## src/rtl/mips_pkg.sv

```systemverilog
// Shared constants for the memory stage: FSM state encoding and IO region layout.
// No logic here; imported by memory_io and gpio_bank.
package mips_pkg;

    localparam logic [0:0] ST_IDLE = 1'b0;
    localparam logic [0:0] ST_WAIT = 1'b1;

    localparam logic [31:0] IO_BASE_DEFAULT = 32'hFFFF_FF00;
    localparam int          IO_IDX_LSB      = 2;
    localparam int          IO_IDX_W        = 4;

endpackage

```

## src/rtl/gpio_bank.sv

```systemverilog
// GPIO output registers (byte-writable, 1-cycle update) plus two-flop input synchroniser.
// Reads are combinational from the synchronised copy; never applies backpressure.
module gpio_bank
    import mips_pkg::*;
#(
    parameter int DATA_WIDTH    = 32,
    parameter int GPIO_CHANNELS = 4
) (
    input  logic                                  clk,
    input  logic                                  rst_n,
    input  logic [DATA_WIDTH/8-1:0]               i_wr_be,
    input  logic [IO_IDX_W-1:0]                   i_idx,
    input  logic [DATA_WIDTH-1:0]                 i_wdata,
    output logic [DATA_WIDTH-1:0]                 o_rdata,
    output logic [GPIO_CHANNELS*DATA_WIDTH-1:0]   gpio_out,
    input  logic [GPIO_CHANNELS*DATA_WIDTH-1:0]   gpio_in
);

    logic [GPIO_CHANNELS*DATA_WIDTH-1:0] r_gpio_out;
    logic [GPIO_CHANNELS*DATA_WIDTH-1:0] r_sync1;
    logic [GPIO_CHANNELS*DATA_WIDTH-1:0] r_sync2;

    always_ff @(posedge clk or negedge rst_n) begin
        if (!rst_n) begin
            r_gpio_out <= '0;
            r_sync1    <= '0;
            r_sync2    <= '0;
        end else begin
            r_sync1 <= gpio_in;
            r_sync2 <= r_sync1;
            // Out-of-range channel indices match no channel, so the store is dropped.
            for (int ch = 0; ch < GPIO_CHANNELS; ch++) begin
                if (i_idx == IO_IDX_W'(ch)) begin
                    for (int b = 0; b < DATA_WIDTH/8; b++) begin
                        if (i_wr_be[b]) begin
                            r_gpio_out[ch*DATA_WIDTH + b*8 +: 8] <= i_wdata[b*8 +: 8];
                        end
                    end
                end
            end
        end
    end

    always_comb begin
        o_rdata = '0;
        for (int ch = 0; ch < GPIO_CHANNELS; ch++) begin
            if (i_idx == IO_IDX_W'(ch)) begin
                o_rdata = r_sync2[ch*DATA_WIDTH +: DATA_WIDTH];
            end
        end
    end

    assign gpio_out = r_gpio_out;

endmodule

```

## src/rtl/memory_io.sv

```systemverilog
// MEM stage: decodes RAM vs GPIO region, waits on ram_ack (stall_mem while pending), registers WB.
// IO accesses are zero-wait; RAM latency follows ram_ack, with a bubble pushed to WB per stalled cycle.
module memory_io
    import mips_pkg::*;
#(
    parameter int          ADDR_WIDTH    = 9,
    parameter int          DATA_WIDTH    = 32,
    parameter int          REGS_DEPTH    = 5,
    parameter int          GPIO_CHANNELS = 4,
    parameter logic [31:0] IO_BASE       = IO_BASE_DEFAULT
) (
    input  logic                                clk,
    input  logic                                rst_n,
    input  logic [DATA_WIDTH-1:0]               alu_data_mem,
    input  logic                                mem_re_mem,
    input  logic [DATA_WIDTH/8-1:0]             mem_we_mem,
    input  logic [DATA_WIDTH-1:0]               reg_t_data_mem,
    input  logic                                reg_d_we_mem,
    input  logic [REGS_DEPTH-1:0]               reg_d_addr_mem,
    input  logic                                reg_d_data_sel_mem,
    output logic                                stall_mem,
    output logic [DATA_WIDTH-1:0]               alu_data_wb,
    output logic [DATA_WIDTH-1:0]               mem_data_wb,
    output logic                                reg_d_we_wb,
    output logic [REGS_DEPTH-1:0]               reg_d_addr_wb,
    output logic                                reg_d_data_sel_wb,
    output logic                                ram_req,
    input  logic                                ram_ack,
    output logic [DATA_WIDTH/8-1:0]             ram_we_a,
    output logic [ADDR_WIDTH-1:0]               ram_addr_a,
    output logic [DATA_WIDTH-1:0]               ram_wdata_a,
    input  logic [DATA_WIDTH-1:0]               ram_rdata_a,
    output logic [GPIO_CHANNELS*DATA_WIDTH-1:0] gpio_out,
    input  logic [GPIO_CHANNELS*DATA_WIDTH-1:0] gpio_in
);

    logic                    w_access;
    logic                    w_io_hit;
    logic                    w_ram_hit;
    logic                    w_ram_req;
    logic [IO_IDX_W-1:0]     w_io_idx;
    logic [DATA_WIDTH/8-1:0] w_io_be;
    logic [DATA_WIDTH-1:0]   w_io_rdata;
    logic [0:0]              r_state;
    logic [0:0]              w_state_nxt;

    assign w_access  = mem_re_mem | (|mem_we_mem);
    assign w_io_hit  = w_access & (alu_data_mem[DATA_WIDTH-1:8] == IO_BASE[DATA_WIDTH-1:8]);
    assign w_ram_hit = w_access & ~w_io_hit;
    assign w_io_idx  = alu_data_mem[IO_IDX_LSB +: IO_IDX_W];
    assign w_io_be   = w_io_hit ? mem_we_mem : '0;

    always_comb begin
        w_state_nxt = r_state;
        w_ram_req   = 1'b0;
        case (r_state)
            ST_IDLE: begin
                w_ram_req = w_ram_hit;
                if (w_ram_hit & ~ram_ack) w_state_nxt = ST_WAIT;
            end
            ST_WAIT: begin
                w_ram_req = w_ram_hit;
                if (ram_ack | ~w_ram_hit) w_state_nxt = ST_IDLE;
            end
            default: w_state_nxt = ST_IDLE;
        endcase
    end

    always_ff @(posedge clk or negedge rst_n) begin
        if (!rst_n) r_state <= ST_IDLE;
        else        r_state <= w_state_nxt;
    end

    // Gating with rst_n abandons an in-flight access the moment reset asserts.
    assign ram_req     = w_ram_req & rst_n;
    assign stall_mem   = w_ram_hit & ~ram_ack & rst_n;
    assign ram_we_a    = (w_ram_hit & rst_n) ? mem_we_mem : '0;
    assign ram_addr_a  = alu_data_mem[ADDR_WIDTH+1:2];
    assign ram_wdata_a = reg_t_data_mem;

    gpio_bank #(
        .DATA_WIDTH    (DATA_WIDTH),
        .GPIO_CHANNELS (GPIO_CHANNELS)
    ) u_gpio_bank (
        .clk      (clk),
        .rst_n    (rst_n),
        .i_wr_be  (w_io_be),
        .i_idx    (w_io_idx),
        .i_wdata  (reg_t_data_mem),
        .o_rdata  (w_io_rdata),
        .gpio_out (gpio_out),
        .gpio_in  (gpio_in)
    );

    always_ff @(posedge clk or negedge rst_n) begin
        if (!rst_n) begin
            alu_data_wb       <= '0;
            mem_data_wb       <= '0;
            reg_d_we_wb       <= 1'b0;
            reg_d_addr_wb     <= '0;
            reg_d_data_sel_wb <= 1'b0;
        end else if (stall_mem) begin
            reg_d_we_wb <= 1'b0;
        end else begin
            alu_data_wb       <= alu_data_mem;
            reg_d_we_wb       <= reg_d_we_mem;
            reg_d_addr_wb     <= reg_d_addr_mem;
            reg_d_data_sel_wb <= reg_d_data_sel_mem;
            if (w_ram_hit)     mem_data_wb <= ram_rdata_a;
            else if (w_io_hit) mem_data_wb <= w_io_rdata;
            else               mem_data_wb <= '0;
        end
    end

endmodule
```

## config.mk

```make
export PLATFORM = sky130hd
export DESIGN_NAME = memory_io
export DESIGN_NICKNAME = d
export VERILOG_FILES = /design/src/rtl/mips_pkg.sv /design/src/rtl/gpio_bank.sv /design/src/rtl/memory_io.sv
export SDC_FILE = /design/constraint.sdc
export NUM_CORES = 1
export LEC_CHECK = 0
export ABC_CLOCK_PERIOD_IN_PS = 1650
export CAP_MARGIN = 20
export CORE_AREA = 3 3 200 202
export DETAILED_ROUTE_END_ITERATION = 10
export DIE_AREA = 0 0 203 205
export PLACE_DENSITY_LB_ADDON = 0.1
export SETUP_SLACK_MARGIN = 0.02
export SYNTH_ARGS = -nofsm -noshare
export SYNTH_HDL_FRONTEND = slang
export SYNTH_HIERARCHICAL = 1
export SYNTH_SLANG_ARGS = --single-unit
export TNS_END_PERCENT = 30
```

## constraint.sdc

```tcl
create_clock -name clk -period 1.65 [get_ports clk]
set_input_delay 0.2475 -clock clk [delete_from_list [all_inputs] [get_ports clk]]
set_output_delay 0.2475 -clock clk [all_outputs]
set_load 0.01 [all_outputs]
```

==> impl_metrics.json <==
{
  "via_count": 9674,
  "path_clk_slew_ns": 0.06,
  "rsz0062_at_grt": "true",
  "dp_slack_ns": -1.22,
  "status": "finished, violations left",
  "arrival_ns": 2.24,
  "cpPeakStageDelay_ns": 0.31,
  "synth.area.top_cells": "dfrtp_1, mux2_2, mux4_2",
  "coreArea_um2": 38500,
  "maxCapViolCount": 0,
  "fin_crit_ns": 1.80,
  "max_freq_ghz": 0.557,
  "slew_headroom_pct": 38.0,
  "h-tree-depth": 2,
  "worstSetupStartpointType": "input pin",
  "whs_ns": -0.0715,
  "drt-vias-per-instance": 4.75,
  "power_leakage_uw": 0.0113,
  "yosys_warnings": 6,
  "n_fill_cell": 3037,
  "numPortBuffers": 484,
  "multi_input_area_um2": 4280,
  "rows": 72,
  "cts-root-buf": "clkbuf_16",
  "die_y_um": 205,
  "grt_pass1_vias": 10593,
  "critPathKind": "in -> reg",
  "crit_fanout": 8,
  "crit_required_ns": 2.09,
  "postLayoutSetupSlackWorst_ns": -0.147,
  "regArea_um2": 11400,
  "hold_path_class": "in -> reg",
  "clk_path_buf_depth": 3,
  "switching_share_pct": 21.5,
  "power_density_nw_per_um2": 1030,
  "finalClockSkew_ns": 0.0116,
  "ir_drop_uv": 934,
  "cp-end-kind": "flip-flop",
  "num_io_pins": 485,
  "path_common_cell": "buf_6",
  "syn_area_um2": 16000,
  "die_w_um": 203,
  "drt-initial-drc-count": 344,
  "clkLatencyLatePin_ns": 0.56,
  "tightest_slew_ns": 0.931,
  "ys_ff_latch": 455,
  "drive_gt1_share_pct": 28.9,
  "finalHoldViolCount": 1,
  "fin_area_um2": 23700,
  "syn_inst": 910,
  "drc_errors": 0,
  "area_growth_syn_to_layout_pct": 48.2,
  "r2r_slack_ns": 0.11,
  "yosysMostFrequentCell": "dfrtp_1",
  "firstDrtPassIters": 4,
  "comb_power_share_pct": 8.7,
  "overflow": 0,
  "hpwl_mm": 31.8,
  "routed_wl_mm": 43.6,
  "p_int_uw": 19200,
  "antenna_found_initial": 7,
  "syn-num-nets": 1149,
  "synth_edf_count": 0,
  "async_flop_share_pct": 100,
  "layout_worst_path_cycle_share_pct": 109,
  "wl_per_cell_um": 21.4,
  "cts_tree": "built",
  "placed_cell_area_um2": 21900,
  "synth_top_area_cell": "dfrtp_1",
  "ys_seq_area_share_pct": 71.2,
  "numCtsBuffers": 47,
  "violations": "hold timing, setup timing",
  "crit_path_cell_trace": "buf_6 -> nand4_1 -> buf_4 -> nor4_4 -> buf_4 -> buf_6 -> buf_6 -> and3_4 -> and4_4 -> buf_12 -> mux2_4",
  "gp_congestion": 0.777,
  "dp.cells": 1921,
  "nets": 1721,
  "grt_max_degree": 161,
  "finalSetupViolCount": 126,
  "synth_top_area_share_pct": 71.2,
  "syn_area_per_cell_um2": 17.6,
  "synth_ff_type": "dfrtp_1",
  "stdcell_count": 2037,
  "clkPwrFrac_pct": 43.1,
  "antenna_left": 0,
  "cts_sinks": 455,
  "finalSetupTns_ns": -9.09,
  "grt_pass1_wl_mm": 65.1,
  "slowest_stage": "mux2_4",
  "seqPwrFrac_pct": 48.2,
  "track_usage_pct": 20.8,
  "ys_types": 39,
  "slew_viol_final": 0,
  "start_util_pct": 41.6,
  "total_power_uw": 24500,
  "die-area_um2": 41600,
  "p_switching_uw": 5260,
  "synth_common_cells": "dfrtp_1, mux2_2, buf_4"
}
area by class of cell:
cell class	count	area share, %
Clock buffer	70	5.92
Timing Repair Buffer	605	24.6
Multi-Input combinational cell	373	18.1
Tap cell	518	2.73
Clock inverter	13	0.681
Antenna cell	3	0.0317
Sequential cell	455	48.0
what timing repair did:
| item | in CTS | in global routing |
|---|---|---|
| setup buffers | 9 | 3 |
| endpoints found under the hold margin | 283 | 6 |
| pin swaps | 21 | 13 |
| resized for setup | 347 | 29 |
| hold buffers | 13 | 5 |
| endpoints found under the setup margin | 406 | 176 |
logic make-up (layout without fill, tap and decap cells):
family	count (synthesis)	count (layout)	share of synthesized area (%)
flops	455	455	71.2
mux	230	230	18.3
buf+inv	82	688	3.92
other cells	0	3	0
compound gates	35	35	1.64
simple gates	108	108	4.96
power by group through the flow:
stage | clock, µW | sequential [µW] | combinational, µW
6_report | 10500 | 11800 | 2130
5_1_grt | 11300 | 11800 | 2300
4_1_cts | 10900 | 11800 | 2160
3_5_place_dp | 0 | 12000 | 2220
3_3_place_gp | 0 | 12000 | 2210
2_1_floorplan | 0 | 12000 | 616
worst max-delay path, delay by kind of cell:
kind	cells	cell delay (ns)
buf+inv	6	0.81
simple gates	4	0.87
mux	1	0.31
worst paths after layout:
| path | start | endpoint | cells past startpoint |
|---|---|---|---|
| max in group asynchronous | rst_n | u_gpio_bank/r_sync2[13] | 4 |
| min reg2reg | u_gpio_bank/r_sync1[90] | u_gpio_bank/r_sync2[90] | 0 |
| max reg2reg | u_gpio_bank/r_sync2[32] | mem_data_wb[0] | 5 |
| min in group asynchronous | rst_n | mem_data_wb[21] | 3 |
| min | alu_data_mem[23] | alu_data_wb[23] | 2 |
| max | alu_data_mem[24] | u_gpio_bank/gpio_out[126] | 11 |
per-layer routing:
metal / vias up / global-route usage, % / wire [µm]
met2: 327 / 36.5 / 22600
met5: - / 0 / 61
met3: 65 / 5.78 / 2880
met4: 8 / 6.95 / 1150
met1: 4941 / 25.0 / 16900
li1: 4333 / - / -
cell usage in the layout, fill, tap and decap left out, types with 3 or more instances in the layout:
| master | synthesis | layout |
|---|---|---|
| clkbuf_8 | 1 | 12 |
| clkbuf_16 | 0 | 48 |
| and3_4 | 0 | 8 |
| buf_12 | 4 | 21 |
| clkbuf_2 | 0 | 4 |
| clkinv_2 | 0 | 6 |
| mux2_2 | 154 | 121 |
| diode_2 | 0 | 3 |
| nand4_1 | 5 | 5 |
| dfrtp_1 | 455 | 455 |
| mux4_2 | 30 | 30 |
| a211oi_1 | 32 | 32 |
| and2_1 | 32 | 32 |
| clkbuf_1 | 9 | 10 |
| dlygate4sd3_1 | 0 | 17 |
| mux2_4 | 3 | 44 |
| buf_6 | 8 | 22 |
| nand3_4 | 5 | 12 |
| dlygate4sd2_1 | 0 | 214 |
| bufinv_16 | 0 | 3 |
| nor3_1 | 27 | 27 |
| clkdlybuf4s50_1 | 0 | 243 |
| buf_4 | 44 | 78 |
| nor3_2 | 5 | 5 |
| and4_4 | 0 | 4 |
| mux2i_1 | 32 | 32 |
sequential cells by signal (all words and copies together) (netlist names):
name and flops:
reg_d_data_sel_wb 1, alu_data_wb 32, mem_data_wb 32, u_gpio_bank/gpio_out 128
u_gpio_bank/r_sync1 128, reg_d_we_wb 1, reg_d_addr_wb 5, u_gpio_bank/r_sync2 128
through the flow:
step | util [%] | hold slack, ns
2_1_floorplan | - | -0.0481
3_3_place_gp | 56.9 | 0.265
3_5_place_dp | 56.9 | 0.265
4_1_cts | 61.3 | 0.000140
5_1_grt | 61.6 | -0.0863
6_report | 61.6 | -0.0715
Power figures use the tool's default switching activity.
